<file path="src/rtl/ps2_key_decoder_pkg.sv">
// Shared constants for the PS/2 set-2 keyboard front end: key codes, prefixes,
// keyboard status bytes and the frame receiver state encoding.
package ps2_pkg;

    localparam logic [7:0] KEY_LEFT  = 8'h6B;
    localparam logic [7:0] KEY_RIGHT = 8'h74;
    localparam logic [7:0] KEY_DOWN  = 8'h72;
    localparam logic [7:0] KEY_UP    = 8'h75;
    localparam logic [7:0] KEY_SPACE = 8'h29;

    localparam logic [7:0] PFX_EXT   = 8'hE0;
    localparam logic [7:0] PFX_BRK   = 8'hF0;
    localparam logic [7:0] PFX_PAUSE = 8'hE1;

    // Pause sends E1 plus seven more bytes that carry no key information
    localparam logic [2:0] PAUSE_SKIP = 3'd7;

    localparam int NUM_STATUS = 7;
    localparam logic [NUM_STATUS-1:0][7:0] STATUS_CODES = {
        8'h00, 8'hAA, 8'hEE, 8'hFA, 8'hFC, 8'hFE, 8'hFF
    };

    typedef enum logic [1:0] {
        ST_IDLE,
        ST_DATA,
        ST_PARITY,
        ST_STOP
    } frame_state_e;

    function automatic logic is_status(input logic [7:0] b);
        logic hit;
        hit = 1'b0;
        for (int i = 0; i < NUM_STATUS; i++) begin
            if (b == STATUS_CODES[i]) hit = 1'b1;
        end
        return hit;
    endfunction

endpackage

</file>
<file path="src/rtl/ps2_key_decoder_if.sv">
// Keyboard pins plus the decoded key command stream toward the game controller.
interface ps2_key_decoder_if;

    logic       ps2_clk;
    logic       ps2_data;
    logic [7:0] keycode;
    logic       key_valid;
    logic       break_valid;
    logic       key_extended;
    logic       frame_error;

    // Keyboard / consumer side
    modport master (
        output ps2_clk, ps2_data,
        input  keycode, key_valid, break_valid, key_extended, frame_error
    );

    // Decoder side
    modport slave (
        input  ps2_clk, ps2_data,
        output keycode, key_valid, break_valid, key_extended, frame_error
    );

endinterface

</file>
<file path="src/rtl/ps2_key_decoder_rx_frame.sv">
// PS/2 byte receiver: pin synchronizers, ps2_clk glitch filter, 11-bit frame
// FSM with odd-parity check and an inter-edge timeout.
module ps2_rx_frame
    import ps2_pkg::*;
#(
    parameter int FILTER_LEN     = 8,
    parameter int TIMEOUT_CYCLES = 20000
) (
    input  logic       clk,
    input  logic       rst_n,
    input  logic       ps2_clk,
    input  logic       ps2_data,
    output logic [7:0] rx_byte,
    output logic       rx_valid,
    output logic       rx_err
);

    localparam int FW = $clog2(FILTER_LEN + 1);
    localparam int TW = $clog2(TIMEOUT_CYCLES + 1);
    localparam logic [FW-1:0] FILT_LAST = FW'(FILTER_LEN - 1);
    localparam logic [TW-1:0] TO_LAST   = TW'(TIMEOUT_CYCLES - 1);

    logic [1:0]    clk_sync_q, data_sync_q;
    logic          clk_s, data_s;
    logic [FW-1:0] filt_cnt_q;
    logic          filt_q, filt_dly_q;
    logic          strobe;

    frame_state_e  state_q;
    logic [2:0]    bit_cnt_q;
    logic [7:0]    shift_q;
    logic          par_q;
    logic [TW-1:0] to_cnt_q;
    logic          timeout, good;

    assign clk_s  = clk_sync_q[1];
    assign data_s = data_sync_q[1];

    // Lines idle high, so synchronizers and filter come out of reset at 1
    always_ff @(posedge clk or negedge rst_n) begin
        if (!rst_n) begin
            clk_sync_q  <= 2'b11;
            data_sync_q <= 2'b11;
        end else begin
            clk_sync_q  <= {clk_sync_q[0], ps2_clk};
            data_sync_q <= {data_sync_q[0], ps2_data};
        end
    end

    always_ff @(posedge clk or negedge rst_n) begin
        if (!rst_n) begin
            filt_cnt_q <= '0;
            filt_q     <= 1'b1;
            filt_dly_q <= 1'b1;
        end else begin
            filt_dly_q <= filt_q;
            if (clk_s == filt_q) begin
                filt_cnt_q <= '0;
            end else if (filt_cnt_q == FILT_LAST) begin
                filt_q     <= clk_s;
                filt_cnt_q <= '0;
            end else begin
                filt_cnt_q <= filt_cnt_q + FW'(1);
            end
        end
    end

    assign strobe = filt_dly_q & ~filt_q;

    // Byte handoff and errors are decoded from the strobe cycle so the
    // top-level output registers land one cycle after the stop-bit strobe.
    assign timeout  = (state_q != ST_IDLE) && !strobe && (to_cnt_q == TO_LAST);
    assign good     = data_s && (^{shift_q, par_q});
    assign rx_byte  = shift_q;
    assign rx_valid = strobe && (state_q == ST_STOP) && good;
    assign rx_err   = timeout
                   || (strobe && (state_q == ST_IDLE) && data_s)
                   || (strobe && (state_q == ST_STOP) && !good);

    always_ff @(posedge clk or negedge rst_n) begin
        if (!rst_n) begin
            state_q   <= ST_IDLE;
            bit_cnt_q <= '0;
            shift_q   <= '0;
            par_q     <= 1'b0;
            to_cnt_q  <= '0;
        end else begin
            if (state_q == ST_IDLE || strobe) to_cnt_q <= '0;
            else                               to_cnt_q <= to_cnt_q + TW'(1);

            if (timeout) begin
                state_q <= ST_IDLE;
            end else if (strobe) begin
                case (state_q)
                    ST_IDLE: begin
                        if (!data_s) begin
                            state_q   <= ST_DATA;
                            bit_cnt_q <= '0;
                        end
                    end
                    ST_DATA: begin
                        shift_q   <= {data_s, shift_q[7:1]};
                        bit_cnt_q <= bit_cnt_q + 3'd1;
                        if (bit_cnt_q == 3'd7) state_q <= ST_PARITY;
                    end
                    ST_PARITY: begin
                        par_q   <= data_s;
                        state_q <= ST_STOP;
                    end
                    default: state_q <= ST_IDLE;
                endcase
            end
        end
    end

endmodule

</file>
<file path="src/rtl/ps2_key_decoder.sv">
// PS/2 set-2 key decoder: strips E0/F0 prefixes, swallows pause and status
// bytes, and emits single-cycle make/break pulses with a held keycode.
module ps2_key_decoder
    import ps2_pkg::*;
#(
    parameter int FILTER_LEN     = 8,
    parameter int TIMEOUT_CYCLES = 20000
) (
    input  logic              clk,
    input  logic              rst_n,
    ps2_key_decoder_if.slave  bus
);

    logic [7:0] rx_byte;
    logic       rx_valid, rx_err;

    ps2_rx_frame #(
        .FILTER_LEN     (FILTER_LEN),
        .TIMEOUT_CYCLES (TIMEOUT_CYCLES)
    ) u_rx (
        .clk      (clk),
        .rst_n    (rst_n),
        .ps2_clk  (bus.ps2_clk),
        .ps2_data (bus.ps2_data),
        .rx_byte  (rx_byte),
        .rx_valid (rx_valid),
        .rx_err   (rx_err)
    );

    logic [7:0] keycode_q, keycode_d;
    logic       key_ext_q, key_ext_d;
    logic       key_valid_q, key_valid_d;
    logic       break_valid_q, break_valid_d;
    logic       frame_error_q, frame_error_d;
    logic       ext_q, ext_d;
    logic       brk_q, brk_d;
    logic [2:0] skip_q, skip_d;

    always_comb begin
        keycode_d     = keycode_q;
        key_ext_d     = key_ext_q;
        key_valid_d   = 1'b0;
        break_valid_d = 1'b0;
        frame_error_d = rx_err;
        ext_d         = ext_q;
        brk_d         = brk_q;
        skip_d        = skip_q;

        // A broken frame may have been part of a prefix sequence; forget it
        if (rx_err) begin
            ext_d  = 1'b0;
            brk_d  = 1'b0;
            skip_d = '0;
        end else if (rx_valid) begin
            if (skip_q != '0) begin
                skip_d = skip_q - 3'd1;
            end else if (rx_byte == PFX_PAUSE) begin
                skip_d = PAUSE_SKIP;
            end else if (rx_byte == PFX_EXT) begin
                ext_d = 1'b1;
            end else if (rx_byte == PFX_BRK) begin
                brk_d = 1'b1;
            end else if (is_status(rx_byte)) begin
                ext_d = 1'b0;
                brk_d = 1'b0;
            end else begin
                keycode_d     = rx_byte;
                key_ext_d     = ext_q;
                break_valid_d = brk_q;
                key_valid_d   = !brk_q;
                ext_d         = 1'b0;
                brk_d         = 1'b0;
            end
        end
    end

    always_ff @(posedge clk or negedge rst_n) begin
        if (!rst_n) begin
            keycode_q     <= '0;
            key_ext_q     <= 1'b0;
            key_valid_q   <= 1'b0;
            break_valid_q <= 1'b0;
            frame_error_q <= 1'b0;
            ext_q         <= 1'b0;
            brk_q         <= 1'b0;
            skip_q        <= '0;
        end else begin
            keycode_q     <= keycode_d;
            key_ext_q     <= key_ext_d;
            key_valid_q   <= key_valid_d;
            break_valid_q <= break_valid_d;
            frame_error_q <= frame_error_d;
            ext_q         <= ext_d;
            brk_q         <= brk_d;
            skip_q        <= skip_d;
        end
    end

    assign bus.keycode      = keycode_q;
    assign bus.key_extended = key_ext_q;
    assign bus.key_valid    = key_valid_q;
    assign bus.break_valid  = break_valid_q;
    assign bus.frame_error  = frame_error_q;

endmodule

</file>
<file path="src/flat_wrapper.sv">
// flat-port wrapper written by rule: the top's interface ports become plain ports
module ps2_key_decoder_flat import ps2_pkg::*;
#(
    parameter int FILTER_LEN     = 8,
    parameter int TIMEOUT_CYCLES = 20000
)
  (clk, rst_n, bus_ps2_clk, bus_ps2_data, bus_keycode, bus_key_valid, bus_break_valid, bus_key_extended, bus_frame_error);
  ps2_key_decoder_if bus_i ();
  input  logic clk;
  input  logic rst_n;
  input wire logic [$bits(bus_i.ps2_clk)-1:0] bus_ps2_clk;
  input wire logic [$bits(bus_i.ps2_data)-1:0] bus_ps2_data;
  output wire logic [$bits(bus_i.keycode)-1:0] bus_keycode;
  output wire logic [$bits(bus_i.key_valid)-1:0] bus_key_valid;
  output wire logic [$bits(bus_i.break_valid)-1:0] bus_break_valid;
  output wire logic [$bits(bus_i.key_extended)-1:0] bus_key_extended;
  output wire logic [$bits(bus_i.frame_error)-1:0] bus_frame_error;
  assign bus_i.ps2_clk = bus_ps2_clk;
  assign bus_i.ps2_data = bus_ps2_data;
  assign bus_keycode = bus_i.keycode;
  assign bus_key_valid = bus_i.key_valid;
  assign bus_break_valid = bus_i.break_valid;
  assign bus_key_extended = bus_i.key_extended;
  assign bus_frame_error = bus_i.frame_error;
  ps2_key_decoder #(.FILTER_LEN(FILTER_LEN), .TIMEOUT_CYCLES(TIMEOUT_CYCLES)) u_core (.clk(clk), .rst_n(rst_n), .bus(bus_i));
endmodule
</file>
<file path="config.mk">
export PLATFORM = sky130hd
export DESIGN_NAME = ps2_key_decoder_flat
export DESIGN_NICKNAME = d
export VERILOG_FILES = /design/src/rtl/ps2_key_decoder_pkg.sv /design/src/rtl/ps2_key_decoder_if.sv /design/src/rtl/ps2_key_decoder_rx_frame.sv /design/src/rtl/ps2_key_decoder.sv /design/src/flat_wrapper.sv
export SDC_FILE = /design/constraint.sdc
export NUM_CORES = 1
export LEC_CHECK = 0
export BUFFER_PORTS_ARGS = -buffer_cell sky130_fd_sc_hd__buf_2
export CORE_ASPECT_RATIO = 1.1
export CORE_UTILIZATION = 60
export DETAILED_ROUTE_END_ITERATION = 10
export MAX_ROUTING_LAYER = met4
export PLACE_DENSITY = 0.79
export RECOVER_POWER = 100
export SYNTH_ARGS = -nofsm -noshare
export SYNTH_HDL_FRONTEND = slang
export SYNTH_HIERARCHICAL = 1
export SYNTH_SLANG_ARGS = --single-unit
</file>
<file path="constraint.sdc">
create_clock -name clk -period 4.2 [get_ports clk]
set_clock_uncertainty 0.15 [all_clocks]
set_input_delay 0.21 -clock clk [delete_from_list [all_inputs] [get_ports clk]]
set_output_delay 0.21 -clock clk [all_outputs]
set_load 0.03 [all_outputs]
</file>
After elaboration in Yosys (flattened, before gate mapping) --
Cells that the tools add are included.
Word-level totals: bits in registers 56, bits of input ports 4, output and inout bits 12
Operators by class: add/subtract/negate cells 4, equal/unequal tests 23, multiplexer cells 53, bitwise operators 10, reduce and logical (&&, ||, !) cells 32
Operators with widths (number):
- 8-bit equality test (second input constant) | 9
- 1-bit two-way mux | 39
- 15-bit by 1-bit adder with 15-bit output (second input constant) | 1
- 15-bit equality test (second input constant) | 1
- 15-bit two-way mux | 1
- 3-bit two-way mux | 5
- 4-bit AND reduction | 3
- 1-bit NOT | 9
- 3-bit AND reduction | 3
- 9-bit XOR reduction | 1
- 1-bit logical AND | 8
- 8-bit zero test | 1
- 2-bit two-way mux | 4
- 4-bit two-way mux | 2
- 2-bit nonzero test | 4
- 7-bit AND reduction | 1
- 2-bit by 1-bit != test with 1-bit output (second input constant) | 3
- 3-bit != test (second input constant) | 2
- 2-bit case mux with 3 select lines | 1
- 3-bit case mux with 2 select lines | 1
- 3-bit nonzero test | 2
- 4-bit by 1-bit adder with 4-bit output (second input constant) | 1
- 2-bit equality test (second input constant) | 2
- 4-bit by 3-bit equality test with 1-bit output (second input constant) | 1
- 12 further kinds | 17

Longest topological paths before layout --
Gate-level depths: netlist of the first run.
depth after elaboration 21, gate-level depth with buffers 10, depth with buffers taken out 9

By module --
Netlist of the first run, hierarchy kept.
Modules (own cells, without submodules):
- ps2_rx_frame | times used 1, cells each 165, area an instance 1855.5 um^2, sequential area each 983.4 um^2
- ps2_key_decoder | times used 1, cells each 66, area an instance 823.3 um^2, sequential area each 425.4 um^2

Worst setup path after synthesis of the first run --
Ideal clock, no wire load.
path type register to register, start point reg u_core.u_rx.shift_q[4], in the netlist u_core/u_rx/rx_byte[4], end point reg u_core.key_ext_q, in the netlist u_core/bus.key_extended, arrival time 2681 ps, data required time 3925 ps, setup slack 1244 ps, cell stages (with the launch flop) 10, path buffers 1, period minus slack after synthesis 2956 ps, cell sequence dfrtp_1 > xor2_1 > xnor3_1 > or4b_1 > a41o_1 > a21oi_1 > o211a_1 > o31a_2 > buf_6 > mux2_4
RTL lines:
- start: declaration | RTL line ps2_key_decoder_rx_frame.sv:31 | logic [7:0] shift_q;
- start signal: assignment | RTL line ps2_key_decoder_rx_frame.sv:102 | shift_q <= {data_s, shift_q[7:1]};
- 9-bit XOR reduction | RTL line ps2_key_decoder_rx_frame.sv:73 | assign good = data_s && (^{shift_q, par_q});
- 1-bit logical AND | RTL line ps2_key_decoder_rx_frame.sv:73
- 1-bit zero test | RTL line ps2_key_decoder_rx_frame.sv:78 | || (strobe && (state_q == ST_STOP) && !good);
- 1-bit logical AND | RTL line ps2_key_decoder_rx_frame.sv:78
- 1-bit logical OR | RTL line ps2_key_decoder_rx_frame.sv:78
- via u_core.frame_error_d | RTL line ps2_key_decoder.sv:34 | logic frame_error_q, frame_error_d;
- 1-bit NOT (no source line)
- 7-bit AND reduction (no source line)
- end signal: assignment | RTL line ps2_key_decoder.sv:89 | key_ext_q <= key_ext_d;
- end: declaration | RTL line ps2_key_decoder.sv:31 | logic key_ext_q, key_ext_d;
The timed path passes the listed nets, and every way through them passes these cells. The select of a mux whose other input is x is not followed. A chain may end at the register's enable or synchronous reset.

Final worst setup path of the first run --
start point reg u_core.u_rx.shift_q[4], in the netlist u_core/u_rx/rx_byte[4], end point reg u_core.keycode_q[6], in the netlist u_core/bus.keycode[6]
RTL lines:
- 9-bit XOR reduction | RTL line ps2_key_decoder_rx_frame.sv:73
- 1-bit logical AND | RTL line ps2_key_decoder_rx_frame.sv:73
- 1-bit zero test | RTL line ps2_key_decoder_rx_frame.sv:78
- 1-bit logical AND | RTL line ps2_key_decoder_rx_frame.sv:78
- 1-bit logical OR | RTL line ps2_key_decoder_rx_frame.sv:78
- via u_core.frame_error_d | RTL line ps2_key_decoder.sv:34
- 1-bit NOT (no source line)
- 7-bit AND reduction (no source line)
- end signal: assignment | RTL line ps2_key_decoder.sv:88 | keycode_q <= keycode_d;
- end: declaration | RTL line ps2_key_decoder.sv:30 | logic [7:0] keycode_q, keycode_d;
The timed path passes the listed nets, and every way through them passes these cells. The select of a mux whose other input is x is not followed.

==> results of run 1 <==
==> worst min path at each step <==
stage | end | depth (start not counted) | from | slack [ns]
6_report | u_core/u_rx/clk_sync_q[1] | 0 | u_core/u_rx/clk_sync_q[0] | 0.21
5_1_grt | u_core/u_rx/clk_sync_q[1] | 0 | u_core/u_rx/clk_sync_q[0] | 0.22
4_1_cts | u_core/u_rx/data_sync_q[1] | 0 | u_core/u_rx/data_sync_q[0] | 0.21
3_5_place_dp | u_core/u_rx/data_sync_q[0] | 1 | bus_ps2_data | 0.17
3_3_place_gp | u_core/u_rx/clk_sync_q[0] | 1 | bus_ps2_clk | 0.17
2_1_floorplan | u_core/brk_q | 0 | rst_n | -0.24
==> stage by stage <==
stage | total power [mW] | util | area [um2] | setup slack, ns
after floorplan | 0.840 | - | 2680 | 1.24
after global placement | 0.889 | 0.653 | 2800 | 0.990
after detailed placement | 0.897 | 0.653 | 2800 | 0.921
after CTS | 1.24 | 0.685 | 2940 | 0.878
after global routing | 1.30 | 0.675 | 2890 | 0.594
final | 1.23 | 0.675 | 2890 | 0.754
==> placed cells by master (no fill, tap or decap), drive strengths merged, types with 2 or more instances in the layout <==
master and count:
nor2b 4, a32o 2, nand4 8, clkbuf 18, dfrtp 50, nand3 8, dfstp 6, a211oi 2
inv 8, or3 5, nand2 13, mux2 18, a31oi 2, xnor2 9, ha 11, and3 2
o21ai 5, xor2 11, or2 2, nor4 3, nor2 22, and2 4, buf 4, and4 4
a21oi 8, dlygate4sd3 3, nor3 3, nand2b 3
==> power groups by stage <==
stage / Sequential (mW) / Combinational, mW / Clock, mW
finish: 0.643 / 0.246 / 0.337
detailed placement: 0.653 / 0.244 / 0
global placement: 0.651 / 0.238 / 0
CTS: 0.643 / 0.250 / 0.351
global route: 0.651 / 0.275 / 0.374
floorplan: 0.646 / 0.194 / 0
==> area by class of cell <==
cell class	count	area [um2]
Timing Repair Buffer	19	97.6
Clock inverter	2	35.0
Inverter	8	30.0
Multi-Input combinational cell	161	1180
Sequential cell	56	1410
Tap cell	54	67.6
Fill cell	334	1390
Clock buffer	6	72.6
==> sequential cells by signal, indices dropped and copies added (netlist names) <==
signal,count
u_core/bus.key_extended,1
u_core/skip_q,3
u_core/bus.frame_error,1
u_core/u_rx/rx_byte,8
u_core/bus.break_valid,1
u_core/u_rx/filt_q,1
u_core/brk_q,1
u_core/u_rx/data_sync_q,2
u_core/u_rx/bit_cnt_q,3
u_core/u_rx/to_cnt_q,15
u_core/u_rx/state_q,2
u_core/u_rx/filt_dly_q,1
u_core/u_rx/filt_cnt_q,4
u_core/u_rx/clk_sync_q,2
u_core/u_rx/par_q,1
u_core/ext_q,1
u_core/bus.key_valid,1
u_core/bus.keycode,8
==> routing by layer <==
metal | wire length, um | vias to the layer above | share of wire
met4 | 57 | 0 | 0.013
met2 | 2060 | 18 | 0.48
met3 | 111 | 6 | 0.026
met1 | 2070 | 849 | 0.48
met5 | 0 | - | 0
li1 | - | 851 | -
==> logic make-up after synthesis <==
kind of cell | after synthesis | share of synthesized area
mux | 18 | 0.0855
flops | 56 | 0.526
fa+ha+maj | 12 | 0.0551
buf+inv | 14 | 0.0224
xor+xnor | 21 | 0.0738
compound gates | 27 | 0.0724
simple gates | 83 | 0.165
==> Yosys cell counts, drive strengths merged <==
cell / instances / area [um2]
nand2: 13 / 48.8
buf: 1 / 11.3
inv: 8 / 30.0
nand3: 8 / 40.0
or2: 2 / 12.5
and3: 2 / 12.5
a21oi: 8 / 40.0
or3: 5 / 36.3
nand2b: 3 / 18.8
o311a: 1 / 21.3
nor2: 22 / 82.6
maj3: 1 / 10.0
xnor2: 9 / 78.8
nand4: 8 / 50.1
mux2: 18 / 229
a21o: 1 / 7.51
o31a: 1 / 10.0
or4bb: 1 / 11.3
o211a: 1 / 10.0
a21boi: 1 / 7.51
o31ai: 1 / 7.51
a32o: 2 / 20.0
dfstp: 6 / 158
ha: 11 / 138
a31oi: 2 / 12.5
nor2b: 4 / 25.0
or4b: 1 / 10.0
and4: 4 / 35.0
and2: 4 / 25.0
xor2: 11 / 96.3
o21ai: 5 / 25.0
a211oi: 2 / 15.0
o21a: 1 / 7.51
a41o: 1 / 10.0
nor3: 3 / 15.0
nor4: 3 / 18.8
clkbuf: 5 / 18.8
dfrtp: 50 / 1250
xnor3: 1 / 22.5
==> worst max-delay path: cells and delay by family, from the launching register on <==
kind,cells,cell delay (ns)
AO/OA/AOI/OAI,4,1.08
XOR/XNOR,2,0.65
flip-flops,1,0.54
multiplexers,1,0.38
AND/OR/NAND/NOR,1,0.52
==> key figures, run 1 <==
Pwr
  • Sw Share: 0.291
  • Psw: 0.357 mW
  • Max VDD drop: 237 uV
  • Cell Pwr Density: 424 nW/um2
  • P_int: 0.869 mW
  • Clock share of power: 0.275
  • Sequential fraction of design power: 0.524
  • LEAKAGE: 1.35 nW
  • Comb power frac: 0.201

Min path
  • Min-Delay Path Class: flip-flop to flip-flop

Global route
  • GR peak layer: met2
  • GR Layer Usage met2: 0.327
  • Met1 Usage GRT: 0.253
  • First-pass GRT wire length: 7240 um
  • Total GRT Usage: 0.205
  • Routing usage on met3: 0.0519
  • Gr ovfl total: 0
  • Vias in the first global route: 1671
  • Largest net degree at the start of global routing: 57
  • Antenna violations before repair: 0

Layout
  • Final Non-Filler Cells: 306
  • Layout Nets: 266
  • Share of layout cells above drive strength 1: 0.119
  • N_diodes: 0
  • Synth-to-layout area growth: 8.03%

CTS
  • # Post-CTS Setup Buffers: 0
  • CTS buffer count: 5
  • CTS Root Cell: clkbuf_8
  • H-tree levels: 2
  • Resized Gates After CTS: 0
  • CTS Buffer Depth: 2
  • Sink Count: 56
  • Worst-Skew Late Latency: 0.30 ns
  • Hold Buf Count CTS: 3
  • Worst-path clk slew: 0.09 ns
  • CTS tree: done

Logic synthesis
  • Synth warnings: 6
  • Syn Inst Count: 231
  • Sequential share of the synthesized area: 0.526
  • Synthesized flop and latch total: 56
  • Synth unique cells: 41
  • Post-Syn Nets: 246
  • Mapped Avg Cell Area: 11.6 um2
  • Syn Std Cell Area: 2680 um2

Placement
  • Placed Cells: 295
  • Port buffer count: 15
  • Final GP Congestion: 0.821
  • Dpl hpwl: 2830 um

Detailed routing
  • Final wirelength: 4300 um
  • Initial DRT Pass Iterations: 4
  • Vias post-DR: 1724
  • Detailed Route Iter0 Violations: 66
  • ANT nets after route: 0
  • Vias per inst: 5.63
  • WL per Instance: 14.1 um
  • DRC Markers: 0

Worst setup path
  • Max stage delay on crit path: 0.54 ns
  • FF-to-FF End: u_core/bus.keycode[6]
  • CP endpoint kind: flip-flop
  • Crit path max fanout: 11
  • Crit-path cells: xor2_1, xnor3_1, or4b_1, a41o_1, a21oi_1, o211a_1, o31a_1, mux2_1
  • R2R cell count: 8
  • Critical path startpoint category: flip-flop
  • CP startpoint: u_core/u_rx/rx_byte[4]
  • Crit path to: u_core/bus.keycode[6]
  • WS Path Type: flip-flop to flip-flop
  • Critical path arrival: 3.48 ns
  • Crit-path slowest cell: dfrtp_1
  • Required @ worst endpoint: 4.24 ns
  • Worst r2r src: u_core/u_rx/rx_byte[4]
  • R2r setup slk: 0.75 ns

STA
  • Final setup fails: 0
  • Crit path time final: 3.45 ns
  • Final period util: 0.821
  • Hold Vio Cnt, Final: 0
  • Hold WS: 0.211 ns
  • Slew Viols, Final: 0
  • RSZ-0062 raised after global routing: no
  • Max Freq: 290 MHz
  • Slew HR: 0.447
  • Slew of the pin with the lowest slew margin: 0.829 ns
  • Total negative setup slack: 0 ns

Floorplanning
  • Core Area: 4290 um2
  • Rows: 25
  • Die area: 4740 um2
  • Starting Density: 0.625
  • Io pins: 16
  • Overall die height: 72.1 um
  • Die Width: 65.7 um

Run status
  • Status: complete, no violations

Flow run
  • Max-cap violations: 0
No activity file was read; power rests on OpenSTA's default activity.
==> run 2: changes to the inputs <==
--- a/config.mk
+++ b/config.mk
@@ -5,12 +5,13 @@
 export SDC_FILE = /design/constraint.sdc
 export NUM_CORES = 1
 export LEC_CHECK = 0
+export ABC_AREA = 1
 export BUFFER_PORTS_ARGS = -buffer_cell sky130_fd_sc_hd__buf_2
 export CORE_ASPECT_RATIO = 1.1
-export CORE_UTILIZATION = 60
+export CORE_UTILIZATION = 61
 export DETAILED_ROUTE_END_ITERATION = 10
 export MAX_ROUTING_LAYER = met4
-export PLACE_DENSITY = 0.79
+export PLACE_DENSITY = 0.8
 export RECOVER_POWER = 100
 export SYNTH_ARGS = -nofsm -noshare
 export SYNTH_HDL_FRONTEND = slang
==> constraint.sdc (replaced) <==
create_clock -name clk -period 3.52 [get_ports clk]
set_clock_uncertainty 0.15 [all_clocks]
set_input_delay 0.176 -clock clk [delete_from_list [all_inputs] [get_ports clk]]
set_output_delay 0.176 -clock clk [all_outputs]
set_load 0.03 [all_outputs]
==> key figures, run 2 <==
Placement
  • Port buffer count: 15 (unchanged)
  • Dpl hpwl: 3850 um (+36%)
  • Placed Cells: 420 (+42%)
  • Final GP Congestion: 0.887 (+8.0%)
  • Placement Setup Slack: 0.913 ns (-0.00786 ns)
  • Placed cell area: 3150 um2 (+13%)

Pwr
  • LEAKAGE: 1.58 nW (+17%)
  • Cell Pwr Density: 573 nW/um2 (+35%)
  • Power consumption: 1.85 mW (+51%)
  • Max VDD drop: 362 uV (+53%)

Layout
  • Synth-to-layout area growth: 7.08%
  • Largest register FFs: 15 (unchanged)
  • Share of layout cells above drive strength 1: 0.168 (+0.0490)
  • Final Non-Filler Cells: 431 (+41%)
  • Commonest non-fill, non-tap cell in the layout: nand2_1
  • Commonest non-fill, non-tap cells in the layout: nand2_1 (85), dfrtp_1 (50), inv_1 (39), nor2_1 (22)
  • Final instance area: 3240 um2 (+12%)
  • Layout Nets: 389 (+46%)
  • Register with the most flip-flops: u_core/u_rx/to_cnt_q
  • Fin util: 0.686 (+0.0111)
  • N_diodes: 0 (unchanged)

Detailed routing
  • Final wirelength: 5050 um (+17%)
  • Vias post-DR: 2243 (+30%)
  • WL per Instance: 11.7 um (-17%)
  • Initial DRT Pass Iterations: 4 (unchanged)
  • ANT nets after route: 0 (unchanged)
  • Detailed Route Iter0 Violations: 53 (-20%)
  • Vias per inst: 5.20 (-7.6%)
  • DRC Markers: 0 (unchanged)

Logic synthesis
  • Yosys top cell by area: dfrtp_1
  • Commonest cells post-synth: nand2_1 (76), dfrtp_1 (50), inv_1 (38)
  • Async set or reset register ratio after synthesis: 1.00 (unchanged)
  • Synth unique cells: 32 (-22%)
  • Post-synth EDFFs: 0 (unchanged)
  • Syn Std Cell Area: 3020 um2 (+13%)
  • Post-Syn Nets: 365 (+48%)
  • Sequential share of the synthesized area: 0.466 (-0.0601)
  • Mapped Avg Cell Area: 8.64 um2 (-25%)
  • Synthesized flop and latch total: 56 (unchanged)
  • Syn Inst Count: 350 (+52%)
  • Most frequent cell after synthesis: nand2_1
  • Largest cells by area after synthesis: dfrtp_1 (41%), nand2_1 (9.4%), nand2_2 (6.0%)
  • Main synth FF type: dfrtp_1
  • Synth warnings: 6 (unchanged)
  • Share of Yosys cell area claimed by the top area cell type: 0.414 (-0.0533)

Worst setup path
  • CP bufs+invs: 3 (+3)
  • Crit-path cells: inv_1, ha_1, inv_1, nand2_1, nor3_1, nand3_1, o21a_1, nand2_1, inv_1, nand2_2, nor3_1, nand2_1, nor2_8, nand3_4, nand2_1, nand2_1
  • Worst r2r src: u_core/u_rx/state_q[0]
  • FF-to-FF End: u_core/bus.keycode[3]
  • Required @ worst endpoint: 3.57 ns (-0.67 ns)
  • Critical path arrival: 2.81 ns (-0.67 ns)
  • Crit path max fanout: 11 (unchanged)
  • Cell family with most CP delay: simple AND/OR/NAND/NOR gates
  • R2r setup slk: 0.76 ns (about the same)
  • CP endpoint kind: flip-flop
  • R2R cell count: 16 (+8)
  • CP startpoint: u_core/u_rx/state_q[0]
  • WS Path Type: flip-flop to flip-flop
  • Critical path startpoint category: flip-flop
  • Most used cell, CP: nand2_1
  • Crit-path slowest cell: dfrtp_1
  • Max stage delay on crit path: 0.44 ns (-0.10 ns)

CTS
  • CTS buffer count: 5 (unchanged)
  • Sink Count: 56 (unchanged)
  • Worst-path clk slew: 0.09 ns (about the same)
  • CTS Root Cell: clkbuf_8
  • H-tree levels: 2 (unchanged)
  • CTS tree: done
  • CTS Buffer Depth: 2 (unchanged)
  • Worst-Skew Late Latency: 0.30 ns (about the same)

Floorplanning
  • Die Width: 69.1 um (+5.2%)
  • Die area: 5240 um2 (+11%)
  • Core Area: 4720 um2 (+10%)
  • Overall die height: 75.8 um (+5.2%)
  • Starting Density: 0.641 (+0.0160)
  • Io pins: 16 (unchanged)
  • Rows: 26 (+4.0%)

STA
  • Max Freq: 362 MHz (+25%)
  • Slew of the pin with the lowest slew margin: 1.77 ns (+0.946 ns)
  • Final setup fails: 0 (unchanged)
  • Slew HR: -0.183 (-0.631)
  • Slew Viols, Final: 36 (+36)
  • Final period util: 0.784 (-0.0363)
  • Total negative setup slack: 0 ns (unchanged)
  • Hold Vio Cnt, Final: 0 (unchanged)
  • Crit path time final: 2.76 ns (-0.686 ns)
  • RSZ-0062 raised after global routing: no
  • Setup WS post-layout: 0.759 ns (+0.00577 ns)
  • Hold WS: 0.209 ns (-0.00151 ns)

Global route
  • Antenna violations before repair: 0 (unchanged)
  • Vias in the first global route: 2159 (+29%)
  • First-pass GRT wire length: 8800 um (+22%)
  • Total GRT Usage: 0.219 (+0.0134)
  • Gr ovfl total: 0 (unchanged)
  • Largest net degree at the start of global routing: 36 (-37%)

Flow run
  • Max-cap violations: 1 (+1)

Min path
  • Hold_sp: u_core/u_rx/clk_sync_q[0]
  • Hold path depth: 0 (unchanged)
  • WHS Endpoint: u_core/u_rx/clk_sync_q[1]
  • Min-Delay Path Class: flip-flop to flip-flop

Run status
  • Failing checks: max-capacitance violations, max-slew violations
  • Status: finished with violations
## run 2: where the power goes
group / internal [mW] / total [mW] / switching (mW)
sequential: 0.749 / 0.863 / 0.115
clock: 0.211 / 0.406 / 0.195
combinational: 0.206 / 0.585 / 0.379
## run 2: worst reg2reg max path, stage by stage, from the launching register on
cell     delay, ns
dfrtp_1       0.44
inv_1         0.10
ha_1          0.19
inv_1         0.06
nand2_1       0.20
nor3_1        0.07
nand3_1       0.13
o21a_1        0.15
nand2_1       0.08
inv_1         0.20
nand2_2       0.06
nor3_1        0.14
nand2_1       0.15
nor2_8        0.20
nand3_4       0.16
nand2_1       0.11
nand2_1       0.05
## run 2: what timing repair did
action                    CTS  global route
hold buffers                3             0
hold endpoints to repair   33             0
gates resized for setup     0             0
setup buffers               0             0
## run 2: how the worst max path moves through the flow
stage,to,slack [ns],cells after the start
finish,u_core/bus.keycode[3],0.76,16
global route,u_core/bus.keycode[5],0.43,16
CTS,u_core/bus.keycode[3],0.90,16
detailed placement,u_core/bus.keycode[3],0.91,16
global placement,u_core/bus.keycode[3],1.01,16
floorplan,u_core/bus.keycode[7],1.17,17
## run 2: kinds of logic after synthesis
group | share of synthesized area
fa+ha+maj | 0.0455
compound gates | 0.0753
simple gates | 0.331
flops | 0.466
buf+inv | 0.0654
xor+xnor | 0.0174
## run 2: metal layers
layer  wire (um)  vias to the layer above  global-route usage
met5           0                        -                   -
met4          89                        0              0.0748
met3         128                        9              0.0397
met2        2690                       29               0.412
met1        2140                     1042               0.235
li1            -                     1163                   -
## run 2: final cells by class
class / count / area (um2)
fillers: 387 / 1480
flip-flops and latches: 56 / 1410
multi-input cells: 246 / 1390
inverters: 46 / 173
repair buffers: 19 / 93.8
clock buffers: 6 / 72.6
well taps: 56 / 70.1
clock inverters: 2 / 35.0
==> run 3: changes to the inputs <==
--- a/config.mk
+++ b/config.mk
@@ -5,13 +5,13 @@
 export SDC_FILE = /design/constraint.sdc
 export NUM_CORES = 1
 export LEC_CHECK = 0
-export ABC_AREA = 1
+export ABC_AREA = 0
 export BUFFER_PORTS_ARGS = -buffer_cell sky130_fd_sc_hd__buf_2
 export CORE_ASPECT_RATIO = 1.1
-export CORE_UTILIZATION = 61
+export CORE_UTILIZATION = 60
 export DETAILED_ROUTE_END_ITERATION = 10
 export MAX_ROUTING_LAYER = met4
-export PLACE_DENSITY = 0.8
+export PLACE_DENSITY = 0.79
 export RECOVER_POWER = 100
 export SYNTH_ARGS = -nofsm -noshare
 export SYNTH_HDL_FRONTEND = slang
==> constraint.sdc (replaced) <==
create_clock -name clk -period 2.75 [get_ports clk]
set_clock_uncertainty 0.15 [all_clocks]
set_input_delay 0.1375 -clock clk [delete_from_list [all_inputs] [get_ports clk]]
set_output_delay 0.1375 -clock clk [all_outputs]
set_load 0.03 [all_outputs]
==> key figures, run 3 (synthesis gave the netlist of run 1 again) <==
Min path
  • Hold path depth: 0 (unchanged)
  • Hold_sp: u_core/u_rx/data_sync_q[0]
  • Min-Delay Path Class: flip-flop to flip-flop
  • WHS Endpoint: u_core/u_rx/data_sync_q[1]

Placement
  • Dpl hpwl: 3350 um (-13%)
  • Port buffer count: 15 (unchanged)
  • Final GP Congestion: 0.860 (-3.1%)
  • Placed Cells: 312 (-26%)
  • Placement Setup Slack: -0.163 ns (-1.08 ns)

Floorplanning
  • Starting Density: 0.625 (-0.0160)
  • Die Width: 65.7 um (-5.0%)
  • Overall die height: 72.1 um (-5.0%)
  • Io pins: 16 (unchanged)
  • Rows: 25 (-3.8%)
  • Core Area: 4290 um2 (-9.2%)
  • Die area: 4740 um2 (-9.7%)

Detailed routing
  • DRC Markers: 0 (unchanged)
  • Vias per inst: 5.63 (+8.1%)
  • Initial DRT Pass Iterations: 4 (unchanged)
  • Vias post-DR: 1840 (-18%)
  • WL per Instance: 15.1 um (+29%)
  • Final wirelength: 4940 um (-2.3%)
  • ANT nets after route: 0 (unchanged)
  • Detailed Route Iter0 Violations: 108 (+100%)

STA
  • RSZ-0062 raised after global routing: yes
  • Final setup fails: 8 (+8)
  • Max Freq: 347 MHz (-4.2%)
  • Slew HR: -0.354 (-0.171)
  • Crit path time final: 2.88 ns (+0.121 ns)
  • Setup WS post-layout: -0.131 ns (-0.891 ns)
  • Hold Vio Cnt, Final: 0 (unchanged)
  • Slew Viols, Final: 41 (+14%)
  • Slew of the pin with the lowest slew margin: 2.03 ns (+0.257 ns)
  • Final period util: 1.05 (+0.263)

Pwr
  • LEAKAGE: 1.45 nW (-8.0%)
  • P_int: 1.38 mW (+19%)
  • Sequential fraction of design power: 0.495 (+0.029)
  • Clock share of power: 0.266 (+0.047)
  • Power consumption: 1.95 mW (+5.3%)
  • Max VDD drop: 421 uV (+16%)
  • Comb power frac: 0.238 (-0.077)
  • Cell Pwr Density: 624 nW/um2 (+8.9%)
  • Psw: 0.568 mW (-17%)
  • Sw Share: 0.291 (-0.0800)

CTS
  • Sink Count: 56 (unchanged)
  • Worst-path clk slew: 0.09 ns (about the same)
  • CTS buffer count: 5 (unchanged)
  • Worst-Skew Late Latency: 0.31 ns (about the same)
  • CTS tree: done
  • H-tree levels: 2 (unchanged)
  • CTS Buffer Depth: 2 (unchanged)
  • CTS Root Cell: clkbuf_8

Global route
  • Vias in the first global route: 1885 (-13%)
  • Antenna violations before repair: 0 (unchanged)
  • Largest net degree at the start of global routing: 41 (+14%)
  • Total GRT Usage: 0.223 (+0.00468)
  • Gr ovfl total: 0 (unchanged)
  • First-pass GRT wire length: 7920 um (-10%)

Layout
  • Commonest non-fill, non-tap cell in the layout: dfrtp_1
  • Commonest non-fill, non-tap cells in the layout: dfrtp_1 (49), nor2_1 (22), clkbuf_1 (17), buf_4 (17), nand2_1 (13)
  • Register with the most flip-flops: u_core/u_rx/to_cnt_q
  • Largest register FFs: 15 (unchanged)
  • Layout Nets: 287 (-26%)
  • Final Non-Filler Cells: 327 (-24%)
  • Share of layout cells above drive strength 1: 0.220 (+0.0518)
  • Synth-to-layout area growth: 16.9%
  • N_diodes: 0 (unchanged)
  • Fin util: 0.731 (+0.0440)
  • Fillcell total: 299 (-23%)

Worst setup path
  • Required @ worst endpoint: 2.79 ns (-0.78 ns)
  • Crit path max fanout: 6 (-5)
  • Crit-path slowest cell: or4b_1
  • Max stage delay on crit path: 0.51 ns (+0.07 ns)
  • CP endpoint kind: flip-flop
  • CP bufs+invs: 1 (-2)
  • Critical path startpoint category: flip-flop
  • WS Path Type: flip-flop to flip-flop
  • Cell family with most CP delay: compound AO/OA/AOI/OAI gates
  • R2R cell count: 9 (-7)
  • Critical path arrival: 2.92 ns (+0.11 ns)
  • Instance count on the critical path: 9 (-7)
  • FF-to-FF End: u_core/bus.keycode[6]
  • Crit-path cells: xnor2_1, xnor3_1, or4b_1, a41o_1, a21oi_2, o211a_1, o31a_4, buf_12, mux2_4
  • R2r setup slk: -0.13 ns (-0.89 ns)
  • Worst r2r src: u_core/u_rx/rx_byte[3]

Flow run
  • Max-cap violations: 1 (unchanged)

Run status
  • Failing checks: max-capacitance violations, max-slew violations, negative setup slack
  • Status: finished with violations
[run 3: cell count changes in the layout (fill, tap and decap cells not counted), sizes merged, moves of 15 or more]
cell / before / now
o21ai: 20 / 5
mux2: 0 / 18
nand2: 106 / 13
buf: 2 / 20
nand3: 24 / 8
inv: 46 / 8
[run 3: worst reg2reg max path: stages, from the launching register on]
cell,delay (ns)
dfrtp_1,0.40
xnor2_1,0.16
xnor3_1,0.42
or4b_1,0.51
a41o_1,0.23
a21oi_2,0.11
o211a_1,0.19
o31a_4,0.18
buf_12,0.13
mux2_4,0.30
[run 3: worst max path at each step]
stage                            from                       to  slack, ns
5_1_grt        u_core/u_rx/rx_byte[3]    u_core/bus.keycode[7]      -0.25
4_1_cts        u_core/u_rx/rx_byte[4]    u_core/bus.keycode[6]      -0.15
3_3_place_gp   u_core/u_rx/rx_byte[3]    u_core/bus.keycode[3]      -0.09
2_1_floorplan  u_core/u_rx/rx_byte[3]  u_core/bus.key_extended      -0.18
3_5_place_dp   u_core/u_rx/rx_byte[5]    u_core/bus.keycode[3]      -0.16
6_report       u_core/u_rx/rx_byte[3]    u_core/bus.keycode[6]      -0.13
[run 3: stage by stage]
| stage | area [um2] | hold WS [ns] | setup TNS, ns |
|---|---|---|---|
| 3_5_place_dp | 2940 | 0.0958 | -1.08 |
| 3_3_place_gp | 2940 | 0.0924 | -0.516 |
| 5_1_grt | 3130 | 0.217 | -4.11 |
| 4_1_cts | 3100 | 0.211 | -1.09 |
| 2_1_floorplan | 2680 | -0.308 | -1.32 |
| 6_report | 3130 | 0.213 | -0.964 |
[run 3: power groups by stage]
stage / clock network, mW / logic [mW] / registers, mW
finish: 0.520 / 0.465 / 0.967
global route: 0.556 / 0.525 / 0.977
CTS: 0.534 / 0.472 / 0.968
detailed placement: 0 / 0.465 / 0.982
global placement: 0 / 0.454 / 0.976
floorplan: 0 / 0.301 / 0.987
[run 3: final cells by class]
class / count / area [um2] / area share
Clock buffer: 7 / 76.3 / 0.0244
Tap cell: 54 / 67.6 / 0.0216
Inverter: 8 / 30.0 / 0.00959
Multi-Input combinational cell: 161 / 1240 / 0.396
Timing Repair Buffer: 40 / 277 / 0.0883
Sequential cell: 56 / 1410 / 0.450
Clock inverter: 1 / 30.0 / 0.00959
[run 3: what timing repair did]
item,in CTS,in global routing
setup endpoints to repair,8,11
resized for setup,2,5
setup buffers,1,2
pin swaps,4,2
hold buffers,3,0
cloned,0,1
hold endpoints to repair,35,0
[run 3: metal layers]
metal	up-vias	track usage	part of all wire
li1	896	-	-
met5	-	-	0
met4	0	0.0749	0.015
met1	904	0.241	0.42
met3	7	0.0393	0.032
met2	33	0.407	0.53
